<file path="src/rtl/rca_ctrl_pkg.sv">
// Shared definitions for the byte-serial adder sequencer.
//   state_t   : FSM encoding (IDLE, RUN, DONE) in 2 bits
//   BYTE_W    : width of one adder slice
//   idx_width : width of the byte index register, never less than 1 bit
package rca_ctrl_pkg;

  localparam int BYTE_W = 8;

  typedef enum logic [1:0] {
    ST_IDLE = 2'd0,
    ST_RUN  = 2'd1,
    ST_DONE = 2'd2
  } state_t;

  function automatic int idx_width(input int nbytes);
    int w;
    w = $clog2(nbytes);
    return (w < 1) ? 1 : w;
  endfunction

endpackage

</file>
<file path="src/rtl/RCA_8bits.sv">
// 8-bit ripple-carry adder slice.
// Ports:
//   cout : carry out of bit 7
//   sum  : 8-bit sum
//   x, y : addends
//   cin  : carry into bit 0
module RCA_8bits (
  output logic       cout,
  output logic [7:0] sum,
  input  logic [7:0] x,
  input  logic [7:0] y,
  input  logic       cin
);

  logic [8:0] c;

  always_comb begin
    c    = '0;
    sum  = '0;
    c[0] = cin;
    for (int i = 0; i < 8; i++) begin
      sum[i]   = x[i] ^ y[i] ^ c[i];
      c[i + 1] = (x[i] & y[i]) | (c[i] & (x[i] ^ y[i]));
    end
  end

  assign cout = c[8];

endmodule

</file>
<file path="src/rtl/rca_serial_ctrl.sv">
// Byte-serial wide adder: one shared 8-bit ripple-carry slice is stepped
// over the operands LSB byte first, with the carry held in a register
// between bytes. Latency is NBYTES cycles from acceptance to out_valid.
// Ports:
//   clk, rst_n           : clock, asynchronous active-low reset
//   in_valid / in_ready  : operand handshake (a, b, cin sampled on accept)
//   out_valid / out_ready: result handshake (sum, cout held until taken)
//   busy                 : high whenever not idle
module rca_serial_ctrl
  import rca_ctrl_pkg::*;
#(
  parameter int NBYTES = 4
) (
  input  logic                     clk,
  input  logic                     rst_n,
  input  logic                     in_valid,
  output logic                     in_ready,
  input  logic [BYTE_W*NBYTES-1:0] a,
  input  logic [BYTE_W*NBYTES-1:0] b,
  input  logic                     cin,
  output logic                     out_valid,
  input  logic                     out_ready,
  output logic [BYTE_W*NBYTES-1:0] sum,
  output logic                     cout,
  output logic                     busy
);

  localparam int                OPW       = BYTE_W * NBYTES;
  localparam int                IDXW      = idx_width(NBYTES);
  localparam logic [IDXW-1:0]   LAST_IDX  = IDXW'(NBYTES - 1);
  localparam logic [OPW-1:0]    BYTE_MASK = OPW'({BYTE_W{1'b1}});

  state_t             state;
  logic [OPW-1:0]     a_q;
  logic [OPW-1:0]     b_q;
  logic [OPW-1:0]     res_q;
  logic [IDXW-1:0]    idx;
  logic               carry;
  logic               cout_q;
  logic               out_valid_q;
  logic               busy_q;

  logic [IDXW+2:0]    shamt;
  logic [BYTE_W-1:0]  x_byte;
  logic [BYTE_W-1:0]  y_byte;
  logic [BYTE_W-1:0]  s_byte;
  logic               add_cout;
  logic [OPW-1:0]     byte_sel;
  logic [OPW-1:0]     res_next;

  // Byte select: bit offset of the current byte is idx*8. Shifting rather
  // than indexing keeps the NBYTES=1 case (1-bit idx, single byte) legal.
  assign shamt    = {idx, 3'b000};
  assign x_byte   = BYTE_W'(a_q >> shamt);
  assign y_byte   = BYTE_W'(b_q >> shamt);
  assign byte_sel = BYTE_MASK << shamt;
  assign res_next = (res_q & ~byte_sel) | (OPW'(s_byte) << shamt);

  RCA_8bits u_add (
    .cout (add_cout),
    .sum  (s_byte),
    .x    (x_byte),
    .y    (y_byte),
    .cin  (carry)
  );

  always_ff @(posedge clk or negedge rst_n) begin
    if (!rst_n) begin
      state       <= ST_IDLE;
      a_q         <= '0;
      b_q         <= '0;
      res_q       <= '0;
      idx         <= '0;
      carry       <= 1'b0;
      cout_q      <= 1'b0;
      out_valid_q <= 1'b0;
      busy_q      <= 1'b0;
    end else begin
      case (state)
        ST_IDLE: begin
          if (in_valid) begin
            a_q    <= a;
            b_q    <= b;
            carry  <= cin;
            res_q  <= '0;
            idx    <= '0;
            busy_q <= 1'b1;
            state  <= ST_RUN;
          end
        end
        ST_RUN: begin
          res_q <= res_next;
          carry <= add_cout;
          idx   <= idx + IDXW'(1);
          if (idx == LAST_IDX) begin
            cout_q      <= add_cout;
            out_valid_q <= 1'b1;
            state       <= ST_DONE;
          end
        end
        ST_DONE: begin
          if (out_ready) begin
            out_valid_q <= 1'b0;
            busy_q      <= 1'b0;
            state       <= ST_IDLE;
          end
        end
        default: begin
          out_valid_q <= 1'b0;
          busy_q      <= 1'b0;
          state       <= ST_IDLE;
        end
      endcase
    end
  end

  assign in_ready  = (state == ST_IDLE);
  assign out_valid = out_valid_q;
  assign busy      = busy_q;
  assign sum       = res_q;
  assign cout      = cout_q;

endmodule

</file>
<file path="config.mk">
export PLATFORM = sky130hd
export DESIGN_NAME = rca_serial_ctrl
export DESIGN_NICKNAME = d
export VERILOG_FILES = /design/src/rtl/rca_ctrl_pkg.sv /design/src/rtl/RCA_8bits.sv /design/src/rtl/rca_serial_ctrl.sv
export SDC_FILE = /design/constraint.sdc
export NUM_CORES = 1
export LEC_CHECK = 0
export CORE_MARGIN = 2
export CORE_UTILIZATION = 60
export DETAILED_ROUTE_END_ITERATION = 8
export DONT_BUFFER_PORTS = 1
export PLACE_DENSITY = 0.82
export SLEW_MARGIN = 10
export SYNTH_ARGS = -nofsm -noshare
export SYNTH_HDL_FRONTEND = slang
export SYNTH_SLANG_ARGS = --single-unit
</file>
<file path="constraint.sdc">
create_clock -name clk -period 6.1 [get_ports clk]
set_input_delay 0.305 -clock clk [delete_from_list [all_inputs] [get_ports clk]]
set_output_delay 0.305 -clock clk [all_outputs]
set_load 0.01 [all_outputs]
</file>
## Word level (Yosys, flattened, before mapping)

Cells that the tools add are included.

| operators by class | value |
|---|---|
| $add $sub $neg | 1 |
| equality and inequality tests | 6 |
| shift-type cells | 4 |
| muxes and demuxes | 15 |
| bitwise gates (word level) | 45 |
| reductions and logical operators | 8 |

Operator list:

| cell | number |
|---|---|
| $pmux W32 S2 | 1 |
| $shr A32 B5 Y8 | 2 |
| $and A32 B32 Y32 | 1 |
| $mux W32 | 1 |
| $not A32 Y32 | 1 |
| $or A32 B32 Y32 | 1 |
| $shl A8 B5 Y32 | 1 |
| $shl A8 B5 Y32 const A | 1 |
| $and A1 B1 Y1 | 16 |
| $xor A1 B1 Y1 | 16 |
| $reduce_and A3 Y1 | 3 |
| $mux W2 | 4 |
| $or A1 B1 Y1 | 8 |
| $ne A2 B2 Y1 const B | 3 |
| $pmux W1 S3 | 2 |
| $pmux W2 S3 | 1 |
| $reduce_and A2 Y1 | 3 |
| $eq A2 B2 Y1 const B | 2 |
| $mux W1 | 4 |
| $pmux W2 S2 | 1 |
| $add A2 B1 Y2 const B | 1 |
| $eq A2 B1 Y1 const B | 1 |
| $logic_not A2 Y1 | 1 |
| $not A1 Y1 | 2 |
| other kinds (2) | 2 |

| storage, ports and cells | value |
|---|---|
| register bits after elaboration | 104 |
| input bits | 69 |
| output and inout port bits | 36 |

## Depth between registers and ports, before layout

| depth | value |
|---|---|
| depth after elaboration | 20 |
| gate-level depth with buffers | 17 |
| mapped depth without buffers | 15 |

## Cells and area by module

Synthesis repeated with hierarchy kept, for this count alone.

| unflattened totals | value |
|---|---|
| cell total of the unflattened synthesis | 293 |
| area, all modules | 4595.7 µm² |

By module, submodules not included:

| module | instances | cells an instance | area each (µm²) |
|---|---|---|---|
| rca_serial_ctrl | 1 | 275 | 4398.0 |
| RCA_8bits | 1 | 18 | 197.7 |

## Least setup slack after synthesis

OpenSTA, ideal clock, no wires.

| timing path | value |
|---|---|
| kind | register to register |
| from | register idx[0] |
| to | register res_q[15], in the netlist sum[15] |
| library setup time | 0.121 ns |
| data arrival time | 4.302 ns |
| setup slack | 1.677 ns |
| stages on the path, launching flop included | 17 |
| buffers on the path | 2 |
| clock period less this slack | 4.423 ns |
| path through | dfrtp_1 buf_2 buf_4 mux4_2 inv_1 fa_1 inv_1 fa_1 fa_1 fa_1 fa_1 inv_1 fa_1 inv_1 fa_1 fa_1 a22o_1 |

| on the way | value |
|---|---|
| cells in the longest elaborated chain, start to end | 20 |

Ends and longest elaborated chain:

| element | RTL line | text |
|---|---|---|
| start: declaration | rca_serial_ctrl.sv:37 | `logic [IDXW-1:0] idx;` |
| start signal: assignment | rca_serial_ctrl.sv:94 | `idx <= idx + IDXW'(1);` |
| $shr A32 B5 Y8, on equally long branches | rca_serial_ctrl.sv:54, rca_serial_ctrl.sv:55 |  |
| $xor A1 B1 Y1 | RCA_8bits.sv:23 | `c[i + 1] = (x[i] & y[i]) \| (c[i] & (x[i] ^ y[i]));` |
| $and A1 B1 Y1 | RCA_8bits.sv:23 |  |
| $or A1 B1 Y1 | RCA_8bits.sv:23 |  |
| $and A1 B1 Y1 | RCA_8bits.sv:23 |  |
| $or A1 B1 Y1 | RCA_8bits.sv:23 |  |
| $and A1 B1 Y1 | RCA_8bits.sv:23 |  |
| $or A1 B1 Y1 | RCA_8bits.sv:23 |  |
| (+4 left out) | - |  |
| $and A1 B1 Y1 | RCA_8bits.sv:23 |  |
| $or A1 B1 Y1 | RCA_8bits.sv:23 |  |
| $and A1 B1 Y1 | RCA_8bits.sv:23 |  |
| $or A1 B1 Y1 | RCA_8bits.sv:23 |  |
| $xor A1 B1 Y1 | RCA_8bits.sv:22 | `sum[i] = x[i] ^ y[i] ^ c[i];` |
| $shl A8 B5 Y32 | rca_serial_ctrl.sv:57 | `assign res_next = (res_q & ~byte_sel) \| (OPW'(s_byte) << shamt);` |
| $or A32 B32 Y32 * | rca_serial_ctrl.sv:57 |  |
| $pmux W32 S2 * | rca_serial_ctrl.sv:79 | `case (state)` |
| end signal: assignment | rca_serial_ctrl.sv:92 | `res_q <= res_next;` |
| end: declaration | rca_serial_ctrl.sv:36 | `logic [OPW-1:0] res_q;` |

Every way passes the cells marked *; elsewhere a longest branch is shown, timed or not.
A chain may end at the register's enable or synchronous reset.

## Worst setup path after layout

| timing path | value |
|---|---|
| from | register idx[0] |
| to | register res_q[23], in the netlist sum[23] |

Same word-level chain as after synthesis.

==> flow_summary.ini <==
[status]
status = finished, final reports clean

[sta]
final_cycle_share = 0.779
total_neg_setup_slack_ps = 0
clock.fmax_mhz = 210
final.setup.worst_slack_ps = 1350
finalMaxSlewViolations = 0
timing_hold_violations_final = 0
rsz0062_at_grt = false
count_of_endpoints_failing_setup_in_the_final_report = 0
worst_slew_pin_slew_ps = 1120
relative_slew_slack = 0.254
worst_clock_skew_ps = 13.1
min_period_ps = 4750

[grt]
grt_max_degree = 105
first_pass_grt_wire_length_um = 15400
grt_antenna_before_repair = 0
grt_usage = 0.236
grt_overflow = 0
grt_pass1_vias = 2679

[critical_path]
worstReg2RegEnd = sum[23]$_DFFE_PN0P_
timing.rr.start = idx[0]$_DFFE_PN0P_
timing.reg2reg.setup_slack_ps = 1350
worstSetupStartpointType = flip-flop
timing_worst_setup_path_type = reg -> reg
cp_common_cell = fa_1
worst-r2r-cell-count = 14
setup.worst_path.end_class = flip-flop
max_stage_delay_ps = 770
critPathMaxFanout = 11
cp.arrival_ps = 5020
crit_chain = mux4_2, inv_1, fa_1, inv_1, fa_1, fa_1, fa_1, fa_1, inv_1, fa_1, inv_1, fa_1, fa_1, a22o_1
required_ps = 6360
cp_slowest_cell = dfrtp_1

[power_and_ir_drop]
power_mw = 3.46
irDropWorstVdd_uv = 331
power.leakage_nw = 2.30
p_per_area_nw_per_um2 = 680

[cts]
cts.reportedPaths.clkPinSlew_ps = 110
cts.sink_count = 104
cts_inserted_buffers = 9
clock-root-buffer = clkbuf_8
clock_tree.htree_level_count = 3
clk-insertion-delay-late_ps = 370
clock_path_buffers = 2
cts_tree = done
cts.repair.resized = 0
post_cts_setup_buffer_count = 0

[flow_run]
max_cap_violations = 0

[routing]
via_count = 2466
ant_nets = 0
detail_route.first_pass.iterations = 4
drt-vias-per-instance = 6.10
detail_route.wl_per_cell_um = 23.6
detail_route.drc_violations = 0
first_iter_violations = 85
routed_wirelength_um = 9530

[synth]
synth_top_cell_area_share = 0.534
post-synth-top-count-cell = dfrtp_1
mappedNetlistArea_um2 = 4870
synth_compound_area_frac = 0.0789
synthesis.area_per_instance_um2 = 16.5
synthesis.yosys.warnings = 0
ys_top_cells_by_count = dfrtp_1 (104), mux2_4 (60), a22o_1 (25)
synth_top_family_by_area = multiplexers
netlist-cell-type-count = 30
synth-xor-area-share = 0
synth_largest_area_cell = dfrtp_1
synth_enable_flop_cells = 0
post_synth_main_area_contributors = dfrtp_1 (53%), mux2_4 (18%), mux4_2 (7.4%)
ys.flop_type = dfrtp_1
synthSimpleGateAreaFrac = 0.0288
synth.ff_latch_count = 104
ys_seq_area_frac = 0.534
yosys.area_share.adder = 0.0432
synth_async_sr_flop_share = 1.00
syn-instance-count = 296
multiplexer_area_fraction_after_synthesis = 0.270
syn_nets = 377

[placement]
placed_area_um2 = 4850
buffer_ports.inserted = 0
place_hpwl_um = 6710
placed_cells_incl_taps = 386
detailedPlace.worstSlack_ps = 1360
place_congestion = 0.764

[cells_and_area]
antenna-diode-count = 0
num-nets-final = 378
areaGrowthSynthToFinish_pct = 4.55
finish.instance_area_um2 = 5090
final_cell_count_no_fill = 404
final_layout_size_suffix_gt1_frac = 0.354
fillCellCount = 546

[die]
total_core_area_um2 = 7810
initial_core_util = 0.624
rows = 32
io-pin-count = 105
die_area_um2 = 8850
die_height_um = 94.1
die_w_um = 94.1

[min_path]
min_path_cells = 1
hold_path_class = in -> reg
hold_path_startpoint = b[27]
hold-path-endpoint = b_q[27]$_DFFE_PN0P_
## sequential cells by signal (all words and copies together), names as in the netlist
signal	cells
a_q	32
b_q	32
busy	1
carry	1
cout	1
idx	2
out_valid	1
state	2
sum	32
## cell usage in the layout, fill, tap and decap left out, types with 2 or more instances in the layout
master and n:
mux4_2 16, a22o_1 25, nand3_1 4, nand2_1 8, dfrtp_1 104, clkinvlp_4 2, mux2_2 5, a21o_1 4
nor2_1 2, nor3_2 4, fa_1 8, o2bb2ai_1 8, mux2_4 60, inv_1 12, ha_1 4, buf_4 3
clkbuf_8 9, nand2b_1 2, o21ai_0 4, a21oi_1 3
## cells by family (layout without fill, tap and decap cells)
family | Yosys count | in the layout
AO/OA/AOI/OAI | 48 | 48
adder cells (fa/ha/maj) | 12 | 12
buffers and inverters | 27 | 33
flip-flops | 104 | 104
multiplexers | 81 | 81
AND/OR/NAND/NOR | 24 | 24
## where the power goes
part           internal, mW  total [mW]  switching, mW  leakage [nW]
sequential             1.01        1.30          0.283          1.27
combinational         0.929        1.73          0.798         0.935
clock                 0.194       0.442          0.248        0.0977
total                  2.14        3.46           1.33          2.30
## routing by layer
| layer | share of wire | global-route usage | wire length [µm] |
|---|---|---|---|
| met1 | 0.42 | 0.320 | 3960 |
| met2 | 0.49 | 0.363 | 4650 |
| met3 | 0.086 | 0.0859 | 816 |
| met4 | 0.011 | 0.0652 | 101 |
| met5 | 0 | 0 | 0 |
## how the worst max path moves through the flow
stage | from | slack (ps) | depth (start not counted) | end
after floorplan | idx[0]$_DFFE_PN0P_ | 1680 | 16 | sum[15]$_DFFE_PN0P_
after global placement | idx[0]$_DFFE_PN0P_ | 1480 | 14 | sum[23]$_DFFE_PN0P_
after detailed placement | idx[0]$_DFFE_PN0P_ | 1360 | 14 | sum[23]$_DFFE_PN0P_
after CTS | idx[0]$_DFFE_PN0P_ | 1310 | 14 | sum[23]$_DFFE_PN0P_
after global routing | idx[0]$_DFFE_PN0P_ | 1020 | 15 | carry$_DFFE_PN0P_
final | idx[0]$_DFFE_PN0P_ | 1350 | 14 | sum[23]$_DFFE_PN0P_
## metrics by stage
stage / hold slack [ps] / utilization
floorplan: 9.41 / -
global placement: 12.4 / 0.621
detailed placement: 11.8 / 0.621
CTS: 51.8 / 0.652
global route: 44.1 / 0.652
finish: 66.0 / 0.652
## critical path: cells and delay by family, from the launching register on
kind	cells	cell delay [ps]
mux	1	580
fa+ha+maj	8	2760
flops	1	770
buf+inv	4	280
compound gates	1	240
## area by class of cell
| cell class | count | area [µm²] | area share |
|---|---|---|---|
| inverter | 12 | 45.0 | 0.00885 |
| clock inverter | 7 | 78.8 | 0.0155 |
| sequential | 104 | 2600 | 0.511 |
| multi-input combinational | 165 | 2050 | 0.403 |
| tap | 102 | 128 | 0.0251 |
| timing repair buffer | 5 | 60.1 | 0.0118 |
| clock buffer | 9 | 124 | 0.0243 |
## repair_timing
action	in CTS	in global routing
endpoints found under the setup margin	0	0
endpoints found under the hold margin	104	0
hold buffers	2	0
Note: power is estimated with default switching activity, not from simulation.
